[config.mk]
export PLATFORM = sky130hd
export DESIGN_NAME = mold_seq_ctrl
export DESIGN_NICKNAME = d
export VERILOG_FILES = /design/src/rtl/mold_seq_ctrl.sv
export SDC_FILE = /design/constraint.sdc
export NUM_CORES = 1
export LEC_CHECK = 0
export ABC_AREA = 1
export CAP_MARGIN = 20
export CORE_MARGIN = 8
export CORE_UTILIZATION = 30
export CTS_CLUSTER_SIZE = 10
export DETAILED_ROUTE_END_ITERATION = 12
export DONT_BUFFER_PORTS = 1
export GPL_TIMING_DRIVEN = 0
export PLACE_DENSITY_LB_ADDON = 0.15
export SLEW_MARGIN = 25
export SYNTH_ARGS = -nofsm -noshare
export SYNTH_HDL_FRONTEND = slang
export SYNTH_SLANG_ARGS = --single-unit
export TNS_END_PERCENT = 100
[constraint.sdc]
create_clock -name clk -period 5.01 [get_ports clk]
set_input_delay 1.503 -clock clk [delete_from_list [all_inputs] [get_ports clk]]
set_output_delay 1.503 -clock clk [all_outputs]
set_load 0.005 [all_outputs]
[src/rtl/mold_seq_ctrl.sv]
// MoldUDP64 front-end: header parse, sequence tracking and
// dispatcher drive with message-count accounting.
module mold_seq_ctrl #(
  parameter int AXI_DATA_W = 64,
  parameter int AXI_KEEP_W = AXI_DATA_W / 8,
  parameter int SID_W      = 80,
  parameter int SEQ_W      = 64,
  parameter int CNT_W      = 16
) (
  input  logic                  clk,
  input  logic                  reset,
  input  logic                  udp_valid_i,
  input  logic [AXI_DATA_W-1:0] udp_data_i,
  input  logic [AXI_KEEP_W-1:0] udp_keep_i,
  input  logic                  udp_last_i,
  output logic                  disp_valid_o,
  output logic [AXI_DATA_W-1:0] disp_data_o,
  output logic [AXI_KEEP_W-1:0] disp_keep_o,
  output logic                  disp_init_v_o,
  output logic                  disp_last_o,
  input  logic                  disp_msg_end_v_i,
  output logic                  sync_o,
  output logic [SID_W-1:0]      session_o,
  output logic [SEQ_W-1:0]      seq_exp_o,
  output logic                  gap_v_o,
  output logic [SEQ_W-1:0]      gap_start_o,
  output logic [SEQ_W-1:0]      gap_cnt_o,
  output logic                  dup_v_o,
  output logic                  sess_err_o,
  output logic                  runt_o,
  output logic                  cnt_err_o,
  output logic                  eos_o
);

  typedef enum logic [2:0] {
    S_IDLE,
    S_HDR1,
    S_HDR2,
    S_PASS,
    S_DROP
  } state_e;

  state_e               state_q;
  logic [SID_W-17:0]    sid_hi_q;
  logic [15:0]          sid_lo_q;
  logic [SEQ_W-17:0]    seq_hi_q;
  logic [SID_W-1:0]     sess_q;
  logic                 sync_q;
  logic [SEQ_W-1:0]     exp_q;
  logic                 eos_q;
  logic [SEQ_W-1:0]     gap_start_q;
  logic [SEQ_W-1:0]     gap_cnt_q;
  logic                 gap_v_q;
  logic                 dup_v_q;
  logic                 sess_err_q;
  logic                 runt_q;
  logic                 cnt_err_q;
  logic [CNT_W-1:0]     rem_q;
  logic [CNT_W-1:0]     rem_d;
  logic                 ovf_q;
  logic                 ovf_d;

  logic [63:0]          bs;
  logic [SEQ_W-1:0]     seq_c;
  logic [CNT_W-1:0]     cnt_c;
  logic [SID_W-1:0]     sid_c;
  logic                 hdr2_v;
  logic                 eos_cnt;
  logic                 live;
  logic                 match;
  logic                 acc;
  logic                 fwd0;
  logic                 gap_hit;
  logic                 dup_hit;
  logic                 sess_hit;
  logic                 runt_hit;
  logic                 cnt_hit;
  logic [CNT_W-1:0]     rem_now;
  logic                 ovf_now;

  // Byte 0 on the wire is the most significant header byte.
  function automatic logic [63:0] bswap(input logic [63:0] d);
    logic [63:0] r;
    r = '0;
    for (int i = 0; i < 8; i++) r[8*i +: 8] = d[8*(7-i) +: 8];
    return r;
  endfunction

  always_comb begin
    bs      = bswap(udp_data_i);
    seq_c   = {seq_hi_q, bs[63:48]};
    cnt_c   = bs[47:32];
    sid_c   = {sid_hi_q, sid_lo_q};
    hdr2_v  = udp_valid_i & (state_q == S_HDR2);
    eos_cnt = (cnt_c == '1);
    live    = hdr2_v & ~eos_q & ~eos_cnt;
    match   = (sid_c == sess_q);
    acc     = live & (~sync_q | (match & (seq_c >= exp_q)));
    gap_hit = live & sync_q & match & (seq_c > exp_q);
    dup_hit = live & sync_q & match & (seq_c < exp_q);
    sess_hit = live & sync_q & ~match;
    fwd0    = acc & (cnt_c != '0);
    runt_hit = udp_valid_i & udp_last_i &
               ((state_q == S_IDLE) | (state_q == S_HDR1));
  end

  assign disp_valid_o  = fwd0 | (udp_valid_i & (state_q == S_PASS));
  assign disp_init_v_o = fwd0;
  assign disp_last_o   = udp_last_i & disp_valid_o;
  assign disp_data_o   = udp_data_i;
  assign disp_keep_o   = udp_keep_i;

  // An end pulse on the loading beat counts against the new count.
  always_comb begin
    rem_now = acc ? cnt_c : rem_q;
    ovf_now = acc ? 1'b0 : ovf_q;
    rem_d   = rem_now;
    ovf_d   = ovf_now;
    if (disp_msg_end_v_i) begin
      if (rem_now == '0) ovf_d = 1'b1;
      else               rem_d = rem_now - 1'b1;
    end
    cnt_hit = disp_last_o & ((rem_d != '0) | ovf_d);
  end

  always_ff @(posedge clk) begin
    if (reset) begin
      state_q     <= S_IDLE;
      sid_hi_q    <= '0;
      sid_lo_q    <= '0;
      seq_hi_q    <= '0;
      sess_q      <= '0;
      sync_q      <= 1'b0;
      exp_q       <= '0;
      eos_q       <= 1'b0;
      gap_start_q <= '0;
      gap_cnt_q   <= '0;
      gap_v_q     <= 1'b0;
      dup_v_q     <= 1'b0;
      sess_err_q  <= 1'b0;
      runt_q      <= 1'b0;
      cnt_err_q   <= 1'b0;
      rem_q       <= '0;
      ovf_q       <= 1'b0;
    end else begin
      gap_v_q    <= gap_hit;
      dup_v_q    <= dup_hit;
      sess_err_q <= sess_hit;
      runt_q     <= runt_hit;
      cnt_err_q  <= cnt_hit;
      rem_q      <= rem_d;
      ovf_q      <= ovf_d;
      if (gap_hit) begin
        gap_start_q <= exp_q;
        gap_cnt_q   <= seq_c - exp_q;
      end
      if (acc) exp_q <= seq_c + SEQ_W'(cnt_c);
      if (acc & ~sync_q) begin
        sync_q <= 1'b1;
        sess_q <= sid_c;
      end
      if (hdr2_v & eos_cnt) eos_q <= 1'b1;
      if (udp_valid_i) begin
        unique case (state_q)
          S_IDLE: begin
            sid_hi_q <= bs;
            state_q  <= udp_last_i ? S_IDLE : S_HDR1;
          end
          S_HDR1: begin
            sid_lo_q <= bs[63:48];
            seq_hi_q <= bs[47:0];
            state_q  <= udp_last_i ? S_IDLE : S_HDR2;
          end
          S_HDR2: begin
            if (udp_last_i) state_q <= S_IDLE;
            else if (fwd0)  state_q <= S_PASS;
            else            state_q <= S_DROP;
          end
          S_PASS, S_DROP: begin
            if (udp_last_i) state_q <= S_IDLE;
          end
          default: state_q <= S_IDLE;
        endcase
      end
    end
  end

  assign sync_o      = sync_q;
  assign session_o   = sess_q;
  assign seq_exp_o   = exp_q;
  assign gap_v_o     = gap_v_q;
  assign gap_start_o = gap_start_q;
  assign gap_cnt_o   = gap_cnt_q;
  assign dup_v_o     = dup_v_q;
  assign sess_err_o  = sess_err_q;
  assign runt_o      = runt_q;
  assign cnt_err_o   = cnt_err_q;
  assign eos_o       = eos_q;

endmodule

Word level (Yosys, flattened, before mapping)
Cells that the tools add are included.
Word-level totals
  output and inout port bits: 354
  input port bits: 77
  bits in registers: 427
  logic and storage cells: 76
Cells by class
  eq/ne operators: 7
  magnitude comparators: 3
  multiplexer cells: 12
  add/sub/neg operators: 3
  reduce and logical (&&, ||, !) cells: 8
  bitwise logic cells: 26
Operator list (count)
  80-bit == test: 1
  64-bit by 16-bit adder with 64-bit output: 1
  64-bit >= comparator: 1
  64-bit > comparator: 1
  64-bit less-than comparator: 1
  64-bit subtractor: 1
  16-bit two-way mux: 3
  16-bit nonzero test: 2
  1-bit bitwise AND: 18
  16-bit == test, second input constant: 1
  16-bit zero test: 1
  16-bit by 1-bit subtractor with 16-bit output, second input constant: 1
  3-bit case mux with 4 select lines: 1
  3-bit two-way mux: 3
  3-bit by 2-bit == test with 1-bit output, second input constant: 2
  2-bit AND reduction: 3
  1-bit two-way mux: 4
  1-bit NOT: 4
  1-bit bitwise OR: 4
  3-bit by 1-bit == test with 1-bit output, second input constant: 1
  3-bit == test, second input constant: 1
  3-bit zero test: 1
  2-bit two-way mux: 1
  2-bit inequality test, second input constant: 1
  2-bit OR reduction: 1

Longest topological paths before layout
  depth in word-level cells: 12
  gate-level depth with buffers: 35
  depth with buffers taken out: 34

Least setup slack after synthesis
No wires, ideal clock.
  kind: input-to-output
  start: input port udp_data_i[8]
  end: output port disp_last_o
  arrival time: 3.692 ns
  buffers on the path: 2
  setup slack: -0.185 ns
  required time: 3.507 ns
  cell stages on the path: 20
  path through: inv_1 > ha_1 > fa_1 > inv_1 > nand3_1 > nand2_1 > nand2_1 > nand2_2 > nand2_1 > nand2_2 > nand2_1 > nand2_2 > nand2_2 > nand3_2 > nand2_4 > nand2_4 > buf_6 > buf_8 > nand2_1 > a21oi_1
On the way
  word-level cells in the longest chain between the ends: 7
Ends and longest elaborated chain
  start: declaration: RTL line 13  | input logic [AXI_DATA_W-1:0] udp_data_i,
  64-bit >= comparator: RTL line 98  | acc = live & (~sync_q | (match & (seq_c >= exp_q)));
  1-bit bitwise AND: RTL line 98
  1-bit bitwise OR: RTL line 98
  1-bit bitwise AND: RTL line 98
  1-bit bitwise AND: RTL line 102  | fwd0 = acc & (cnt_c != '0);
  1-bit bitwise OR: RTL line 107  | assign disp_valid_o = fwd0 | (udp_valid_i & (state_q == S_PASS));
  1-bit bitwise AND: RTL line 109  | assign disp_last_o = udp_last_i & disp_valid_o;
  end: declaration: RTL line 20  | output logic disp_last_o,
Every way passes these cells.

Final worst setup path
Ends and elaborated chain as after synthesis.

==> results.md <==
* Half-perimeter wire length of the detailed placement result at approximately 94000 um
* Count of nets after finishing at 3679
* Post-place instance area at about 25000 sq um
* Syn_nets at about 3600
* # fillers at just under 9000
* Antenna violations before repair at 1
* Global-route usage over all layers at approximately a quarter
* Post-synthesis cell area at approximately 24000 sq um
* Number of distinct library cell variants in the gate-level netlist after synthesis at 55
* Highest ir drop seen on vdd at around 0.32 mV
* Count of flip-flops with a built-in enable after synthesis at 0
* Number of warnings reported in the yosys synthesis log at 0
* Worst skew pair latency at about 0.65 ns
* Most common cell after layout, fill and taps aside: sky130_fd_sc_hd__nand2_1
* Final setup fails at 0
* Max transition margin at a little over a quarter
* Worst Hold Class: flop to flop
* Relative area change from synthesis to final layout at 14.1%
* Violation count after the first detailed-route iteration at ~1800
* Maximum clock path buffer count at 3
* Highest clock rate at 0.203 GHz
* Cells after synthesis at 3451
* Fin area at about 27000 sq um
* Final hold vios at 0
* Global-route wire length before repair at about 160000 um
* Flip-flop and latch count after synthesis at around 430
* Proportion of synthesized chip area in sequential cells at between 30% and 40%
* Highest-count cells in the layout ignoring fill and taps: sky130_fd_sc_hd__nand2_1, sky130_fd_sc_hd__inv_1, sky130_fd_sc_hd__a21oi_1, sky130_fd_sc_hd__dfxtp_1, sky130_fd_sc_hd__o21ai_0
* Sinks on Clock Net at around 430
* Hold_buf cts at 0
* Die area at 87800 sq um
* TritonCTS Buffers at 54
* Worst Path Arrival at 3.42 ns
* Critical Path Start Type: input pin
* Status: completed
* Total length of routed wires at 117000 um
* Vias per std cell at ~5
* Leakage power at ~0.012 uW
* Number of optimization iterations in the first detailed-route pass at 6
* Pin count of the biggest net entering global routing at 19
* H-Tree Depth at 2
* Period minus WS final at about 4.9 ns
* Critical Path RT at 3.51 ns
* Proportion of layout cells with a drive suffix above 1 at 8.08%
* Via count of the first global-routing pass at around 22000
* Pins Over Slew Limit at 0
* Via count of the routed design at around 24000
* Number of routed nets with antenna violations at 0
* Worst Hold Path Cells at 2
* Final cycle utilization of the critical path at between 90% and 100%
* Clock edge transition at the registers on the reported setup and hold paths at ~0.060 ns
* Core region area at roughly 78000 sq um
* Width of the chip at between 200 and 300 um
* Cell count of the worst reg-to-reg path at 29
* Max-capacitance violation count at 0
* Worst-Margin Slew at approximately 1.1 ns
* Drc violations at 0
* Areal power density over the cells at approximately 380 nW/um^2
* Highest fanout seen on the critical path at 6
* Clock tree from TritonCTS: done
* Cell row count at about 100
* Routed length per placed instance at 25.3 um
* Worst setup skew after layout at ~0.036 ns
* Vertical extent of the die at ~300 um
* Number of diodes added for antenna fixing at 0
* Proportion of register bits with asynchronous set or reset after synthesis at 0%
* CTS Root Buffer Type: sky130_fd_sc_hd__clkbuf_16
* Count of buffers inserted at the top-level ports at 0
* Mean area per synthesized cell at 6.83 sq um
* Dominant synthesized flop cell: sky130_fd_sc_hd__dfxtp_1
* Initial Utilization at 30.1%
* Placer's final routability congestion estimate at 0.974
* Classification of the worst setup path: input pin to primary output
* I/O pin cnt at 431
* Element type at the critical path end: primary output
* Core Util, Final at about a third
* Unrepaired setup endpoints after global routing: true
* Aggregate global routing overflow at 0
==> per-layer routing <==
metal  up-vias  global-route usage [%]  part of all wire [%]
li1      11400                       -                     -
met1     11300                    30.5                    40
met2       798                    43.9                    48
met3       190                    6.11                   7.7
met4         0                    8.05                   3.6
met5         -                       0                     0
==> registers in the layout, indices dropped and copies added (netlist names), 3 cells and up <==
| name | count |
|---|---|
| sid_lo_q | 16 |
| gap_cnt_o | 64 |
| sid_hi_q | 64 |
| seq_hi_q | 48 |
| state_q | 3 |
| rem_q | 16 |
| gap_start_o | 64 |
| seq_exp_o | 64 |
| session_o | 80 |
==> Yosys cell counts, types with 4 or more instances <==
cell                       number  area share, %
sky130_fd_sc_hd__nand4_1       37           0.98
sky130_fd_sc_hd__nor3_1        37           0.79
sky130_fd_sc_hd__xnor2_1       50            1.9
sky130_fd_sc_hd__dfxtp_1      427             36
sky130_fd_sc_hd__inv_1        473            7.5
sky130_fd_sc_hd__or2_2          5           0.13
sky130_fd_sc_hd__inv_2         11           0.18
sky130_fd_sc_hd__ha_1          82            4.4
sky130_fd_sc_hd__o211ai_1      12           0.38
sky130_fd_sc_hd__buf_6          5           0.24
sky130_fd_sc_hd__buf_4         72            2.3
sky130_fd_sc_hd__o21a_1         9           0.29
sky130_fd_sc_hd__nand2_4        4           0.19
sky130_fd_sc_hd__o221ai_1       4           0.15
sky130_fd_sc_hd__a31oi_1       38            1.0
sky130_fd_sc_hd__o21ai_1        7           0.15
sky130_fd_sc_hd__a21o_1         4           0.13
sky130_fd_sc_hd__o21ai_0      403            8.6
sky130_fd_sc_hd__buf_1          8           0.13
sky130_fd_sc_hd__a21oi_1      425            9.0
sky130_fd_sc_hd__nand2_1      611            9.7
sky130_fd_sc_hd__nor4_1        28           0.74
sky130_fd_sc_hd__nand3b_1       9           0.29
sky130_fd_sc_hd__a211oi_1      24           0.76
sky130_fd_sc_hd__nand2_2       20           0.53
sky130_fd_sc_hd__nor2_1       317            5.0
sky130_fd_sc_hd__nand3_1       74            1.6
sky130_fd_sc_hd__o21bai_1      10           0.32
sky130_fd_sc_hd__nor2_2        15           0.40
sky130_fd_sc_hd__a221oi_1       9           0.33
sky130_fd_sc_hd__a21boi_0       6           0.19
sky130_fd_sc_hd__clkbuf_1     124            2.0
sky130_fd_sc_hd__xor2_1        54            2.0
==> per-stage QoR <==
stage | hold WS [ns] | std cells | setup slack, ns | power, uW | setup TNS [ns]
3_3_place_gp | 0.484 | 4501 | -1.01 | 6450 | -77.83
2_1_floorplan | 0.453 | 3451 | 0.00163 | 5660 | 0
5_1_grt | 0.514 | 4603 | -0.0164 | 10800 | -0.0164
4_1_cts | 0.493 | 4600 | 0.0105 | 10300 | 0
6_report | 0.489 | 4603 | 0.0892 | 10300 | 0
3_5_place_dp | 0.485 | 4501 | -0.926 | 6440 | -43.90
==> path summary, 6_finish.rpt <==
path | from | endpoint | slack, ns
worst max-delay path | udp_data_i[8] | disp_last_o | 0.09
worst min-delay path | sid_lo_q[1]$_SDFFE_PP0P_ | session_o[1]$_SDFFE_PP0P_ | 0.49
worst max register to register | seq_exp_o[63]$_SDFFE_PP0P_ | cnt_err_o$_SDFF_PP0_ | 0.20
worst min register to register | sid_lo_q[1]$_SDFFE_PP0P_ | session_o[1]$_SDFFE_PP0P_ | 0.49
==> layout make-up <==
class | instances | area [sq um] | area share, %
multi-input cells | 2326 | 12300 | 45.7
flip-flops and latches | 427 | 8560 | 31.8
inverters | 486 | 1830 | 6.81
clock buffers | 79 | 1500 | 5.56
well taps | 1050 | 1310 | 4.88
plain buffers | 211 | 1110 | 4.14
clock inverters | 12 | 180 | 0.670
repair buffers | 12 | 103 | 0.381
==> critical path, stage by stage <==
cell                      delay, ns
sky130_fd_sc_hd__inv_6         0.03
sky130_fd_sc_hd__ha_4          0.16
sky130_fd_sc_hd__fa_2          0.39
sky130_fd_sc_hd__inv_2         0.06
sky130_fd_sc_hd__nand3_2       0.06
sky130_fd_sc_hd__nand2_2       0.09
sky130_fd_sc_hd__nand2_2       0.06
sky130_fd_sc_hd__nand2_2       0.09
sky130_fd_sc_hd__nand2_2       0.07
sky130_fd_sc_hd__nand2_4       0.08
sky130_fd_sc_hd__nand2_4       0.05
sky130_fd_sc_hd__nand2_4       0.09
sky130_fd_sc_hd__nand2_4       0.06
sky130_fd_sc_hd__nand3_4       0.08
sky130_fd_sc_hd__nand2_8       0.06
sky130_fd_sc_hd__nand2_4       0.10
sky130_fd_sc_hd__buf_12        0.11
sky130_fd_sc_hd__nand2_8       0.07
sky130_fd_sc_hd__a21oi_4       0.20
==> where the power goes <==
group / switching [uW] / total, uW / leakage (uW) / internal, uW
Sequential: 149 / 3700 / 0.00347 / 3550
Clock: 1650 / 3820 / 0.000806 / 2170
Combinational: 1880 / 2790 / 0.00744 / 914
Total: 3670 / 10300 / 0.0117 / 6630
==> repair_timing <==
action                                  in CTS  in global routing
gates resized for setup                     17                 44
endpoints found under the hold margin        0                  0
pin swaps                                    5                  6
endpoints found under the setup margin       4                  9
setup buffers                                9                  3
==> logic make-up (layout without fill, tap and decap cells) <==
kind of cell               Yosys count  in the layout  synth area share, %
xor gates and xnor gates           104            104                 3.86
buffers and inverters              698            800                 12.5
AOI/OAI and AO/OA                  966            966                 21.8
and+or+nand+nor                   1172           1172                 21.0
DFF                                427            427                 36.3
adders and majority gates           84             84                 4.52
Note: power is estimated with default switching activity, not from simulation.
